<file path="src/rtl/decoder_scan_seq.sv">
// decoder_scan_seq: drives sel/en of a downstream 2-to-4 decoder so the four
// one-hot outputs are activated one at a time, each held for a latched dwell
// time, optionally separated by en=0 blanking cycles, skipping masked channels.
// Optional feature macro: SCAN_WRAP_PULSE_EN adds a one-cycle wrap_pulse output
// that marks the start of each new sweep.
//
// Handshake: start is a level sampled only in IDLE; stop is a level sampled
// every cycle while busy and remembered until the current dwell ends. There is
// no ready signal; busy=1 means further starts are ignored.
module decoder_scan_seq #(
    parameter int DWELL_W      = 8,
    parameter int BLANK_CYCLES = 1
) (
    input  logic               clk,
    input  logic               rst,
    input  logic               start,
    input  logic               stop,
    input  logic [DWELL_W-1:0] dwell,
    input  logic [3:0]         ch_mask,
    output logic [1:0]         sel,
    output logic               en,
    output logic               busy,
`ifdef SCAN_WRAP_PULSE_EN
    output logic               wrap_pulse,
`endif
    output logic [1:0]         dbg_state
);

    typedef enum logic [1:0] {
        IDLE   = 2'd0,
        ACTIVE = 2'd1,
        BLANK  = 2'd2
    } state_t;

    localparam int BW = (BLANK_CYCLES < 2) ? 1 : $clog2(BLANK_CYCLES + 1);
    localparam logic [BW-1:0] BLANK_LAST = BW'(BLANK_CYCLES);

    state_t             state, state_n;
    logic [1:0]         sel_n;
    logic               en_n, busy_n;
    logic [DWELL_W-1:0] dwell_lat, dwell_lat_n;
    logic [DWELL_W-1:0] dwell_cnt, dwell_cnt_n;
    logic [BW-1:0]      blank_cnt, blank_cnt_n;
    logic               stop_req, stop_req_n;
    logic [1:0]         nxt;
`ifdef SCAN_WRAP_PULSE_EN
    logic               wrap_n;
`endif

    // Lowest set bit of the mask; the caller guarantees the mask is non-zero.
    function automatic logic [1:0] lowest_ch(input logic [3:0] m);
        logic [1:0] idx;
        idx = 2'd0;
        for (int i = 3; i >= 0; i--) begin
            if (m[i]) idx = 2'(i);
        end
        return idx;
    endfunction

    // Next set bit above cur, wrapping 3->0; falls back to cur itself last.
    function automatic logic [1:0] next_ch(input logic [3:0] m, input logic [1:0] cur);
        logic [1:0] idx;
        logic [1:0] cand;
        logic       found;
        idx   = cur;
        found = 1'b0;
        for (int i = 1; i <= 4; i++) begin
            cand = cur + 2'(i);
            if (!found && m[cand]) begin
                idx   = cand;
                found = 1'b1;
            end
        end
        return idx;
    endfunction

    assign dbg_state = state;

    // Next-state and registered-output computation for the scan FSM.
    always_comb begin
        state_n     = state;
        sel_n       = sel;
        en_n        = en;
        busy_n      = busy;
        dwell_lat_n = dwell_lat;
        dwell_cnt_n = dwell_cnt;
        blank_cnt_n = blank_cnt;
        stop_req_n  = stop_req;
`ifdef SCAN_WRAP_PULSE_EN
        wrap_n      = 1'b0;
`endif
        nxt         = next_ch(ch_mask, sel);

        case (state)
            IDLE: begin
                // stop in the same cycle as start wins
                if (start && !stop && (ch_mask != 4'b0000)) begin
                    state_n     = ACTIVE;
                    dwell_lat_n = (dwell == '0) ? DWELL_W'(1) : dwell;
                    sel_n       = lowest_ch(ch_mask);
                    en_n        = 1'b1;
                    busy_n      = 1'b1;
                    dwell_cnt_n = DWELL_W'(1);
                    stop_req_n  = 1'b0;
                end
            end

            ACTIVE: begin
                stop_req_n = stop_req | stop;
                // dwell_cnt counts en=1 cycles already shown, starting at 1
                if (dwell_cnt == dwell_lat) begin
                    if (stop_req || stop || (ch_mask == 4'b0000)) begin
                        state_n     = IDLE;
                        en_n        = 1'b0;
                        busy_n      = 1'b0;
                        stop_req_n  = 1'b0;
                        dwell_cnt_n = '0;
                    end else begin
                        sel_n = nxt;
`ifdef SCAN_WRAP_PULSE_EN
                        wrap_n = (nxt <= sel);
`endif
                        if (BLANK_CYCLES > 0) begin
                            // sel moves while en=0 so the decode never glitches
                            state_n     = BLANK;
                            en_n        = 1'b0;
                            blank_cnt_n = BW'(1);
                            dwell_cnt_n = '0;
                        end else begin
                            dwell_cnt_n = DWELL_W'(1);
                        end
                    end
                end else begin
                    dwell_cnt_n = dwell_cnt + DWELL_W'(1);
                end
            end

            BLANK: begin
                stop_req_n = stop_req | stop;
                if (blank_cnt == BLANK_LAST) begin
                    state_n     = ACTIVE;
                    en_n        = 1'b1;
                    blank_cnt_n = '0;
                    dwell_cnt_n = DWELL_W'(1);
                end else begin
                    blank_cnt_n = blank_cnt + BW'(1);
                end
            end

            default: begin
                state_n = IDLE;
                en_n    = 1'b0;
                busy_n  = 1'b0;
            end
        endcase
    end

    // State and output registers; reset drops en immediately.
    always_ff @(posedge clk or posedge rst) begin
        if (rst) begin
            state     <= IDLE;
            sel       <= 2'b00;
            en        <= 1'b0;
            busy      <= 1'b0;
            dwell_lat <= '0;
            dwell_cnt <= '0;
            blank_cnt <= '0;
            stop_req  <= 1'b0;
        end else begin
            state     <= state_n;
            sel       <= sel_n;
            en        <= en_n;
            busy      <= busy_n;
            dwell_lat <= dwell_lat_n;
            dwell_cnt <= dwell_cnt_n;
            blank_cnt <= blank_cnt_n;
            stop_req  <= stop_req_n;
        end
    end

`ifdef SCAN_WRAP_PULSE_EN
    // One-cycle marker for the sel update that starts a new sweep.
    always_ff @(posedge clk or posedge rst) begin
        if (rst) wrap_pulse <= 1'b0;
        else     wrap_pulse <= wrap_n;
    end
`endif

endmodule

</file>
<file path="config.mk">
export PLATFORM = sky130hd
export DESIGN_NAME = decoder_scan_seq
export DESIGN_NICKNAME = d
export VERILOG_FILES = /design/src/rtl/decoder_scan_seq.sv
export SDC_FILE = /design/constraint.sdc
export NUM_CORES = 1
export LEC_CHECK = 0
export ABC_AREA = 1
export CAP_MARGIN = 20
export CORE_MARGIN = 3
export CORE_UTILIZATION = 54
export CTS_CLUSTER_DIAMETER = 80
export CTS_CLUSTER_SIZE = 40
export DETAILED_ROUTE_END_ITERATION = 8
export PLACE_DENSITY = 0.86
export SYNTH_ARGS = -nofsm -noshare
export SYNTH_HDL_FRONTEND = slang
export SYNTH_SLANG_ARGS = --single-unit
</file>
<file path="constraint.sdc">
create_clock -name clk -period 1.54 [get_ports clk]
set_input_delay 0.154 -clock clk [delete_from_list [all_inputs] [get_ports clk]]
set_output_delay 0.154 -clock clk [all_outputs]
set_load 0.03 [all_outputs]
</file>
Word-level counts from Yosys, hierarchy flattened
Cells that the tools add are included.

word-level totals
  bits in registers = 24
  input port bits = 16

operators by class
  $add $sub $neg = 5
  magnitude comparators = 4
  equal/unequal tests = 10
  mux-type cells = 48
  bitwise logic cells = 2
  reduce and logical (&&, ||, !) cells = 25

operators by type and width
  cell                                                                  count
  8-bit two-way mux                                                     4
  2-bit two-way mux                                                     15
  8-bit one-hot mux with 3 select lines                                 1
  1-bit two-way mux                                                     18
  2-bit by 3-bit < comparator with 1-bit output, second input constant  4
  2-bit inequality test, second input constant                          6
  1-bit one-hot mux with 3 select lines                                 3
  3-bit AND reduction                                                   3
  8-bit by 1-bit adder with 8-bit output, second input constant         1
  1-bit binary-select mux with 2-bit select                             4
  8-bit == test                                                         1
  8-bit zero test                                                       1
  2-bit one-hot mux with 3 select lines                                 1
  6-bit AND reduction                                                   1
  1-bit logical AND                                                     5
  2-bit adder, second input constant                                    2
  1-bit zero test                                                       4
  4-bit zero test                                                       1
  4-bit inequality test, second input constant                          1
  2-bit one-hot mux with 2 select lines                                 1
  2-bit AND reduction                                                   2
  4-bit AND reduction                                                   1
  2-bit nonzero test                                                    2
  4-bit nonzero test                                                    1
  other kinds (10)                                                      11

Logic depth before layout (Yosys ltp)
Gate-level depths: netlist (run 1).

  depth after elaboration = 16
  mapped depth = 12

Worst setup path after synthesis (run 1)
Ideal clock, no wire load.

  path kind = flip-flop to flip-flop
  start = register state[1], in the netlist dbg_state[1]
  end = register dwell_cnt[5]
  setup time = 119 ps
  data arrival time = 1538 ps
  data required time = 1421 ps
  setup slack = -117 ps
  stages on the path, launching flop included = 8
  path buffers = 0
  clock period less this slack = 1657 ps
  path through = dfrtp_1 -> inv_1 -> ha_1 -> inv_1 -> a21oi_2 -> nor3_2 -> o21ai_1 -> o21a_1

between the ends
  word-level cells in the longest chain between the ends = 3
  elaborated cells between the ends (all ways) = 8

ends and longest elaborated chain
  item                                                                          RTL line  source
  from (decl)                                                                   38        state_t state, state_n;
  from (signal assigned)                                                        170       state <= state_n;
  2-bit == test (tied with other cells)                                         94        case (state)
  2-bit inequality test (no line) / 3-bit nonzero test (equally long branches)  --
  3-bit AND reduction (no line)                                                 --
  to (signal assigned)                                                          175       dwell_cnt <= dwell_cnt_n;
  to (decl)                                                                     42        logic [DWELL_W-1:0] dwell_cnt, dwell_cnt_n;

Several ways; a longest one is shown, not always the timed one.
A chain may end at the register's enable or synchronous reset.

Worst setup path after layout (run 1)
  start = register state[0], in the netlist dbg_state[0]
  end = register dwell_cnt[4]

The elaborated chain is that of the path after synthesis.

==> results of run 1 <==
final cells by class:
class,instances,share of cell area [%]
Multi-Input combinational cell,191,45.4
Sequential cell,24,25.6
Timing Repair Buffer,52,19.1
Inverter,36,6.04
Tap cell,44,2.33
Clock buffer,4,1.54
cells in the final DEF (no fill, tap or decap), types with 5 or more instances in the layout:
| cell | synthesis | routed |
|---|---|---|
| sky130_fd_sc_hd__nand2_1 | 97 | 92 |
| sky130_fd_sc_hd__o21ai_0 | 12 | 10 |
| sky130_fd_sc_hd__nand3_1 | 17 | 17 |
| sky130_fd_sc_hd__nor2_1 | 14 | 10 |
| sky130_fd_sc_hd__inv_1 | 31 | 22 |
| sky130_fd_sc_hd__dlygate4sd2_1 | 0 | 5 |
| sky130_fd_sc_hd__nor2_4 | 2 | 5 |
| sky130_fd_sc_hd__nand4_1 | 5 | 5 |
| sky130_fd_sc_hd__buf_4 | 1 | 28 |
| sky130_fd_sc_hd__clkdlybuf4s50_1 | 0 | 15 |
| sky130_fd_sc_hd__nand2_2 | 5 | 9 |
| sky130_fd_sc_hd__inv_2 | 5 | 11 |
| sky130_fd_sc_hd__dfrtp_1 | 24 | 21 |
logic make-up after synthesis:
family | after synthesis | synth area share, %
xor+xnor | 7 | 3.50
simple gates | 152 | 40.5
compound gates | 27 | 9.14
flops | 24 | 34.3
buf+inv | 39 | 9.06
fa+ha+maj | 5 | 3.57
stage by stage:
stage	worst slack (ns)	instances	hold slack, ns	TNS (ns)
6_report	-0.0462	351	0.0549	-0.0826
5_1_grt	-0.137	351	0.0964	-0.700
4_1_cts	0.00988	340	0.0698	0
3_5_place_dp	-0.191	334	0.432	-1.05
3_3_place_gp	-0.113	334	0.422	-0.573
2_1_floorplan	0.0356	254	0.168	0
registers in the layout, summed over array words and instances (netlist names):
name and count:
blank_cnt 1, dbg_state 2, dwell_cnt 8, en 1, dwell_lat 8, sel 2, busy 1, stop_req 1
layer usage:
layer	track usage (%)	part of all wire (%)	wire [µm]
met1	31.1	40	2010
met2	41.1	50	2530
met3	2.88	5.6	282
met4	7.44	4.2	212
met5	0	0	0
report_power, final:
part           internal, µW  switching, µW  total, µW  leakage, µW
logic                  1120           1670       2780     0.000909
clock network           145            215        361    0.0000210
registers               867            221       1090     0.000302
final timing paths:
kind	start	to	slack, ns	depth (start not counted)
max	dbg_state[0]	dwell_cnt[4]	-0.05	5
min	rst	dwell_lat[1]	0.05	2
max reg2reg	dbg_state[0]	dwell_cnt[4]	-0.05	5
min reg2reg	en	en	0.51	2
max in group asynchronous	rst	dwell_cnt[7]	1.01	3
min in group clk	dwell[7]	dwell_lat[7]	0.38	3
what timing repair did:
item,CTS,global route
endpoints found under the setup margin,11,16
resized for setup,10,28
hold endpoints to repair,0,0
pin swaps,0,10
buffers inserted,2,11
hold buffers,0,0
==> results.py, run 1 <==
metrics = {
    "synth": {
        "synth_largest_area_cell": "sky130_fd_sc_hd__dfrtp_1",
        "synth_top_cells_by_count": "97 x sky130_fd_sc_hd__nand2_1, 31 x sky130_fd_sc_hd__inv_1, 24 x sky130_fd_sc_hd__dfrtp_1",
        "ys_top_cells_by_area": "sky130_fd_sc_hd__dfrtp_1 34%, sky130_fd_sc_hd__nand2_1 21%, sky130_fd_sc_hd__inv_1 6.6%, sky130_fd_sc_hd__nand3_1 4.9%, sky130_fd_sc_hd__ha_1 3.6%",
        "asyncSetResetFlopFracSynth_pct": 100,
        "syn_area_cell_um2": 6.90,
        "synth_area_mm2": 0.00175,
        "yosysWarningCount": 0,
        "synth-seq-area-share_pct": 34.3,
        "ys_seq_elements": 24,
        "synth_nets": 275,
        "synth_enable_flop_cells": 0,
        "ys_types": 33,
        "synthMostInstantiatedCell": "sky130_fd_sc_hd__nand2_1",
        "synthCells": 254,
        "yosys_most_used_dff": "sky130_fd_sc_hd__dfrtp_1",
        "synth.top_cell.area_share_pct": 34.3,
    },
    "floorplanning": {
        "core.rowCount": 20,
        "horizontal_die_dimension_um": 63.0,
        "floorplan.initialDensity_pct": 57.0,
        "floorplan.die_area_mm2": 0.00397,
        "io-pin-count": 22,
        "core_area_mm2": 0.00308,
        "die_height_um": 63.0,
    },
    "setup_path": {
        "worstSetupStartpointType": "register",
        "cp_data_required_time_ns": 1.79,
        "cp_data_arrival_time_ns": 1.83,
        "critical_path.max_stage_delay_ns": 0.47,
        "worst-path-buf-inv": 1,
        "critPathCaptureType": "register",
        "timing_worst_setup_path_type": "reg2reg",
        "critical_path.top_delay_family": "flip-flops",
        "critPathMaxFanout": 7,
        "path_cells": "ha_1, nor3_4, buf_4, nand3_1, o21ai_0",
        "standard_cell_with_the_maximum_stage_delay_on_the_critical_path": "sky130_fd_sc_hd__dfrtp_2",
    },
    "cells_and_area": {
        "nFillCells": 211,
        "layout.cell_area.non_filler_mm2": 0.00236,
        "fin_util_pct": 76.7,
        "layout-drive-gt1-share_pct": 27.7,
        "diodes": 0,
        "seq_area_um2": 604,
        "multiInputGateArea_mm2": 0.00107,
        "design.final.nets": 329,
        "syn_to_final_growth_pct": 34.8,
    },
    "timing": {
        "worst_slew_pin_slew_ns": 0.395,
        "setup_repair_after_global_routing_missed_its_margin": "yes",
        "post-route-period-util_pct": 103,
        "setup_viol": 2,
        "fin_ws_ns": -0.0462,
        "fmax_mhz": 630,
        "worst_slew_margin_rel_pct": 73.7,
        "report.final.slew_viol_count": 0,
        "final_hold_viol_count": 0,
        "finClkSkew_ns": 0.00453,
        "finalCriticalPeriod_ns": 1.59,
    },
    "drt": {
        "first_pass_drt_iterations": 4,
        "avgViaCountPerCell": 5.41,
        "postRouteWirelength_mm": 5.04,
        "drc_violations_left": 0,
        "total_via_count_in_the_routed_design": 1900,
        "drt.antenna.violating_nets": 0,
        "wire_per_inst_um": 14.3,
        "drtIter0Drc": 154,
    },
    "place": {
        "numPortBuffers": 21,
        "place.detailed.hpwl_mm": 3.20,
        "post_dp_cell_area_mm2": 0.00215,
        "finalWeightedCongestion": 0.852,
    },
    "clocking": {
        "clock_network_latency_to_the_later_pin_of_the_worst_skew_pair_ns": 0.34,
        "clock_tree_sinks": 24,
        "ctsHtreeMaxLevel": 1,
        "clockRootBuffer": "sky130_fd_sc_hd__clkbuf_4",
        "cts.reportedPaths.clkPinSlew_ns": 0.14,
        "tritoncts": "done",
        "clk_path_buf_depth": 2,
        "numCtsBuffers": 3,
    },
    "grt": {
        "grt_pass1_wl_mm": 7.68,
        "grt_remaining_overflow": 0,
        "first_global_vias": 1775,
        "grt_antenna_before_repair": 0,
        "largest_net_degree_at_the_start_of_global_routing": 14,
        "globalRouteTotalUtil_pct": 23.9,
    },
    "min_path": {
        "hold_path.class": "in2async",
    },
    "power_and_ir_drop": {
        "finalPower_uw": 4230,
        "power_density_mw_per_mm2": 1790,
        "static-leakage-power_uw": 0.00123,
        "worst_ir_drop_vdd_v": 0.00119,
    },
    "status": {
        "outcome": "finished with violations",
        "violations": "negative setup slack",
    },
    "job": {
        "cap_violations": 0,
    },
}
(Power assumes the default switching activity.)
==> inputs of run 2 (changes only) <==
Settings changed: CAP_MARGIN 20 to unset, CORE_ASPECT_RATIO set to 2, GPL_ROUTABILITY_DRIVEN set to 0.
==> results.py, run 2 (synthesis gave the netlist of run 1 again) <==
metrics = {
    "grt": {
        "grt_pass1_wl_mm": 7.60,
        "grt_antenna_before_repair": 0,
        "first_global_vias": 1850,
        "grt_remaining_overflow": 0,
        "largest_net_degree_at_the_start_of_global_routing": 25,
        "globalRouteTotalUtil_pct": 25.6,
    },
    "drt": {
        "postRouteWirelength_mm": 4.91,
        "avgViaCountPerCell": 5.65,
        "drtIter0Drc": 58,
        "drc_violations_left": 0,
        "wire_per_inst_um": 14.7,
        "total_via_count_in_the_routed_design": 1883,
        "drt.antenna.violating_nets": 0,
        "first_pass_drt_iterations": 4,
    },
    "floorplanning": {
        "floorplan.die_area_mm2": 0.00401,
        "io-pin-count": 22,
        "core_area_mm2": 0.00305,
        "horizontal_die_dimension_um": 46.3,
        "floorplan.initialDensity_pct": 57.5,
        "die_height_um": 86.6,
        "core.rowCount": 28,
    },
    "cells_and_area": {
        "diodes": 0,
        "mostFrequentLayoutCell": "sky130_fd_sc_hd__nand2_1",
        "layout.cell_area.non_filler_mm2": 0.00237,
        "design.final.nets": 325,
        "biggestRegsByFlops": "dwell_cnt (8), dwell_lat (8)",
        "most_used_cells_in_the_layout_excluding_fill_and_tap_cells": "90 x sky130_fd_sc_hd__nand2_1, 26 x sky130_fd_sc_hd__buf_4, 23 x sky130_fd_sc_hd__inv_1",
        "layout-drive-gt1-share_pct": 27.7,
        "syn_to_final_growth_pct": 35.2,
    },
    "timing": {
        "finalCriticalPeriod_ns": 1.53,
        "report.final.slew_viol_count": 0,
        "setup_viol": 0,
        "worst_slew_margin_rel_pct": 78.9,
        "final_hold_viol_count": 0,
        "fin_ws_ns": 0.0118,
        "worst_slew_pin_slew_ns": 0.315,
        "setup_repair_after_global_routing_missed_its_margin": "yes",
        "fmax_mhz": 654,
        "post-route-period-util_pct": 99.2,
        "finClkSkew_ns": 0.00162,
    },
    "setup_path": {
        "cp_data_required_time_ns": 1.70,
        "timing_worst_setup_path_type": "reg2reg",
        "critPathCaptureType": "register",
        "critPathMaxFanout": 5,
        "cp_data_arrival_time_ns": 1.69,
        "worstSetupStartpointType": "register",
    },
    "clocking": {
        "clk_path_buf_depth": 2,
        "hold_buffers": 0,
        "clock_tree_sinks": 24,
        "cts.reportedPaths.clkPinSlew_ns": 0.08,
        "tritoncts": "done",
        "ctsHtreeMaxLevel": 1,
        "numCtsBuffers": 3,
        "clockRootBuffer": "sky130_fd_sc_hd__clkbuf_8",
        "clock_network_latency_to_the_later_pin_of_the_worst_skew_pair_ns": 0.27,
    },
    "place": {
        "placement.setup.worst_slack_ns": -0.125,
        "place.detailed.hpwl_mm": 3.46,
        "post_dp_cell_area_mm2": 0.00213,
        "numPortBuffers": 21,
    },
    "job": {
        "cap_violations": 0,
    },
    "min_path": {
        "hold_path.class": "in2async",
    },
    "status": {
        "outcome": "completed",
    },
    "power_and_ir_drop": {
        "static-leakage-power_uw": 0.00123,
        "worst_ir_drop_vdd_v": 0.00116,
        "power_density_mw_per_mm2": 1860,
    },
}
[run 2: per-stage QoR]
step | cells | power, µW | hold WS (ns) | utilization [%] | TNS, ns
4_1_cts | 323 | 4100 | 0.275 | 73.0 | 0
3_5_place_dp | 317 | 3450 | 0.465 | 69.7 | -0.767
2_1_floorplan | 254 | 2740 | 0.168 | - | 0
5_1_grt | 333 | 4750 | 0.274 | 77.8 | -0.632
3_3_place_gp | 317 | 3370 | 0.463 | 69.7 | -0.414
6_report | 333 | 4410 | 0.256 | 77.8 | 0
[run 2: final timing paths]
path,start,end,slack [ns],cells after the start
max in group asynchronous,rst,sel[0],1.02,3
min in group clk,dwell[3],dwell_lat[3],0.46,3
hold reg to reg,en,en,0.48,2
setup / recovery,dbg_state[0],dwell_cnt[5],0.01,8
setup reg to reg,dbg_state[0],dwell_cnt[5],0.01,8
hold / removal,rst,dwell_lat[7],0.26,3
[run 2: metal layers]
metal  vias up  part of all wire, %  global-route usage (%)
met5         -                    0                       0
met4         0                  4.3                    13.5
met1       904                   34                    24.7
li1        902                    -                       -
met2        55                   59                    47.9
met3        22                  2.4                    3.53
[run 2: timing repair]
item / CTS / global route
setup buffers: 2 / 10
gates resized for setup: 6 / 31
endpoints found under the hold margin: 0 / 0
setup endpoints to repair: 7 / 17
pin swaps: 2 / 11
[run 2: report_power, final]
part / internal (µW) / switching [µW] / leakage (µW)
registers: 871 / 225 / 0.000301
clock network: 348 / 201 / 0.0000357
logic: 1120 / 1650 / 0.000895
[run 2: worst max-delay path, stage by stage (launching register included)]
cell	delay (ns)
sky130_fd_sc_hd__dfrtp_2	0.42
sky130_fd_sc_hd__inv_2	0.07
sky130_fd_sc_hd__ha_1	0.22
sky130_fd_sc_hd__inv_2	0.09
sky130_fd_sc_hd__nor2_4	0.05
sky130_fd_sc_hd__nor3_4	0.24
sky130_fd_sc_hd__buf_4	0.17
sky130_fd_sc_hd__o21ai_1	0.06
sky130_fd_sc_hd__o21a_1	0.10
[run 2: cell type report]
type,instances,area (µm²)
multi-input combinational,191,1080
fill,204,678
sequential,24,606
timing repair buffer,48,428
inverter,36,145
clock buffer,3,41.3
tap,30,37.5
clock inverter,1,30.0
==> inputs of run 3 (changes only) <==
Settings changed: CTS_BUF_LIST set to sky130_fd_sc_hd__clkbuf_16.
==> results.py, run 3 (synthesis gave the netlist of run 1 again) <==
metrics = {
    "floorplanning": {
        "io-pin-count": 22,
        "core.rowCount": 28,
        "die_height_um": 86.6,
        "core_area_mm2": 0.00305,
        "floorplan.initialDensity_pct": 57.5,
        "floorplan.die_area_mm2": 0.00401,
        "horizontal_die_dimension_um": 46.3,
    },
    "power_and_ir_drop": {
        "static-leakage-power_uw": 0.00121,
        "worst_ir_drop_vdd_v": 0.00135,
        "finalPower_uw": 4700,
        "power_density_mw_per_mm2": 1960,
    },
    "cells_and_area": {
        "biggestRegsByFlops": "dwell_cnt (8), dwell_lat (8)",
        "syn_to_final_growth_pct": 36.7,
        "layout-drive-gt1-share_pct": 27.0,
        "most_used_cells_in_the_layout_excluding_fill_and_tap_cells": "89 x sky130_fd_sc_hd__nand2_1, 22 x sky130_fd_sc_hd__inv_1, 20 x sky130_fd_sc_hd__dfrtp_1, 20 x sky130_fd_sc_hd__buf_4, 19 x sky130_fd_sc_hd__clkdlybuf4s50_1",
        "design.final.nets": 322,
        "diodes": 0,
        "fin_util_pct": 78.6,
        "nFillCells": 200,
        "layout.cells.non_filler": 330,
        "mostFrequentLayoutCell": "sky130_fd_sc_hd__nand2_1",
    },
    "timing": {
        "post-route-period-util_pct": 108,
        "final_hold_viol_count": 0,
        "setup_repair_after_global_routing_missed_its_margin": "yes",
        "final.setup.tns_ns": -0.125,
        "fmax_mhz": 601,
        "report.final.slew_viol_count": 0,
        "finalCriticalPeriod_ns": 1.66,
        "worst_slew_pin_slew_ns": 0.330,
        "setup_viol": 1,
        "worst_slew_margin_rel_pct": 78.0,
        "finClkSkew_ns": 0.00394,
        "fin_ws_ns": -0.125,
    },
    "clocking": {
        "clockRootBuffer": "sky130_fd_sc_hd__clkbuf_16",
        "hold_buffers": 0,
        "cts.reportedPaths.clkPinSlew_ns": 0.06,
        "clock_network_latency_to_the_later_pin_of_the_worst_skew_pair_ns": 0.26,
        "numCtsBuffers": 3,
        "clk_path_buf_depth": 2,
        "clock_tree_sinks": 24,
        "ctsHtreeMaxLevel": 1,
        "tritoncts": "done",
    },
    "grt": {
        "largest_net_degree_at_the_start_of_global_routing": 25,
        "grt_antenna_before_repair": 0,
        "grt_remaining_overflow": 0,
        "globalRouteTotalUtil_pct": 25.9,
        "grt_pass1_wl_mm": 7.61,
        "first_global_vias": 1813,
    },
    "drt": {
        "drc_violations_left": 0,
        "wire_per_inst_um": 16.5,
        "total_via_count_in_the_routed_design": 1904,
        "postRouteWirelength_mm": 5.44,
        "drtIter0Drc": 80,
        "first_pass_drt_iterations": 5,
        "drt.antenna.violating_nets": 0,
        "avgViaCountPerCell": 5.77,
    },
    "min_path": {
        "hold_path.class": "in2async",
    },
    "setup_path": {
        "cp_data_arrival_time_ns": 1.85,
        "critPathCaptureType": "register",
        "startpoint": "dbg_state[0]",
        "rr_startpoint": "dbg_state[0]",
        "critPathMaxFanout": 8,
        "timing_worst_setup_path_type": "reg2reg",
        "worstSetupStartpointType": "register",
        "cp_data_required_time_ns": 1.73,
    },
    "place": {
        "post-place-cells": 317,
        "numPortBuffers": 21,
        "place.detailed.hpwl_mm": 3.46,
    },
    "status": {
        "outcome": "finished with violations",
        "violations": "negative setup slack",
    },
    "job": {
        "cap_violations": 0,
    },
}
run 3: cell count changes in the layout (fill, tap and decap cells not counted), moves of 2 or more:
cell                              change
sky130_fd_sc_hd__buf_4                -6
sky130_fd_sc_hd__clkdlybuf4s50_1      +2
sky130_fd_sc_hd__clkbuf_16            +3
sky130_fd_sc_hd__clkbuf_8             -3
sky130_fd_sc_hd__buf_6                +3
sky130_fd_sc_hd__dlymetal6s2s_1       -2
run 3: path summary, 6_finish.rpt:
| path | to | depth (start not counted) | slack (ns) |
|---|---|---|---|
| worst max-delay path | dwell_cnt[3] | 5 | -0.12 |
| worst min-delay path | dwell_lat[7] | 3 | 0.28 |
| worst max register to register | dwell_cnt[3] | 5 | -0.12 |
| worst min register to register | en | 2 | 0.48 |
| max in group asynchronous | sel[0] | 3 | 0.99 |
| min in group clk | dwell_lat[3] | 3 | 0.47 |
run 3: layout make-up:
| class | instances | area [µm²] | area share, % |
|---|---|---|---|
| clock buffer | 3 | 75.1 | 3.13 |
| clock inverter | 1 | 30.0 | 1.25 |
| inverter | 36 | 148 | 6.16 |
| multi-input combinational | 191 | 1090 | 45.4 |
| sequential | 24 | 606 | 25.3 |
| tap | 30 | 37.5 | 1.57 |
| timing repair buffer | 45 | 412 | 17.2 |
run 3: per-stage QoR:
stage / worst slack, ns / instance area (µm²) / hold slack, ns
finish: -0.125 / 2400 / 0.278
global route: -0.195 / 2400 / 0.301
CTS: 0.00127 / 2250 / 0.294
detailed placement: -0.125 / 2130 / 0.465
global placement: -0.0756 / 2130 / 0.463
floorplan: 0.0356 / 1780 / 0.168
run 3: power breakdown:
group / internal [µW] / leakage (µW) / switching (µW)
Sequential: 872 / 0.000301 / 236
Clock: 517 / 0.0000511 / 223
Combinational: 1130 / 0.000854 / 1720
Total: 2520 / 0.00121 / 2180
run 3: critical path, cell delays in order, from the launching register on:
cell and delay (ns):
sky130_fd_sc_hd__dfrtp_2 0.44, sky130_fd_sc_hd__ha_1 0.33, sky130_fd_sc_hd__nor2_1 0.30, sky130_fd_sc_hd__nand2_4 0.13, sky130_fd_sc_hd__nor2_1 0.23, sky130_fd_sc_hd__o21a_1 0.16
run 3: repair_timing:
item / in CTS / in global routing
setup buffers: 1 / 8
pin swaps: 1 / 10
setup endpoints to repair: 6 / 16
resized for setup: 6 / 35
run 3: routing by layer:
layer	wire length, µm	GRT usage (%)
met5	0	0
met4	343	14.5
met3	287	3.74
met2	3060	48.1
met1	1750	24.5
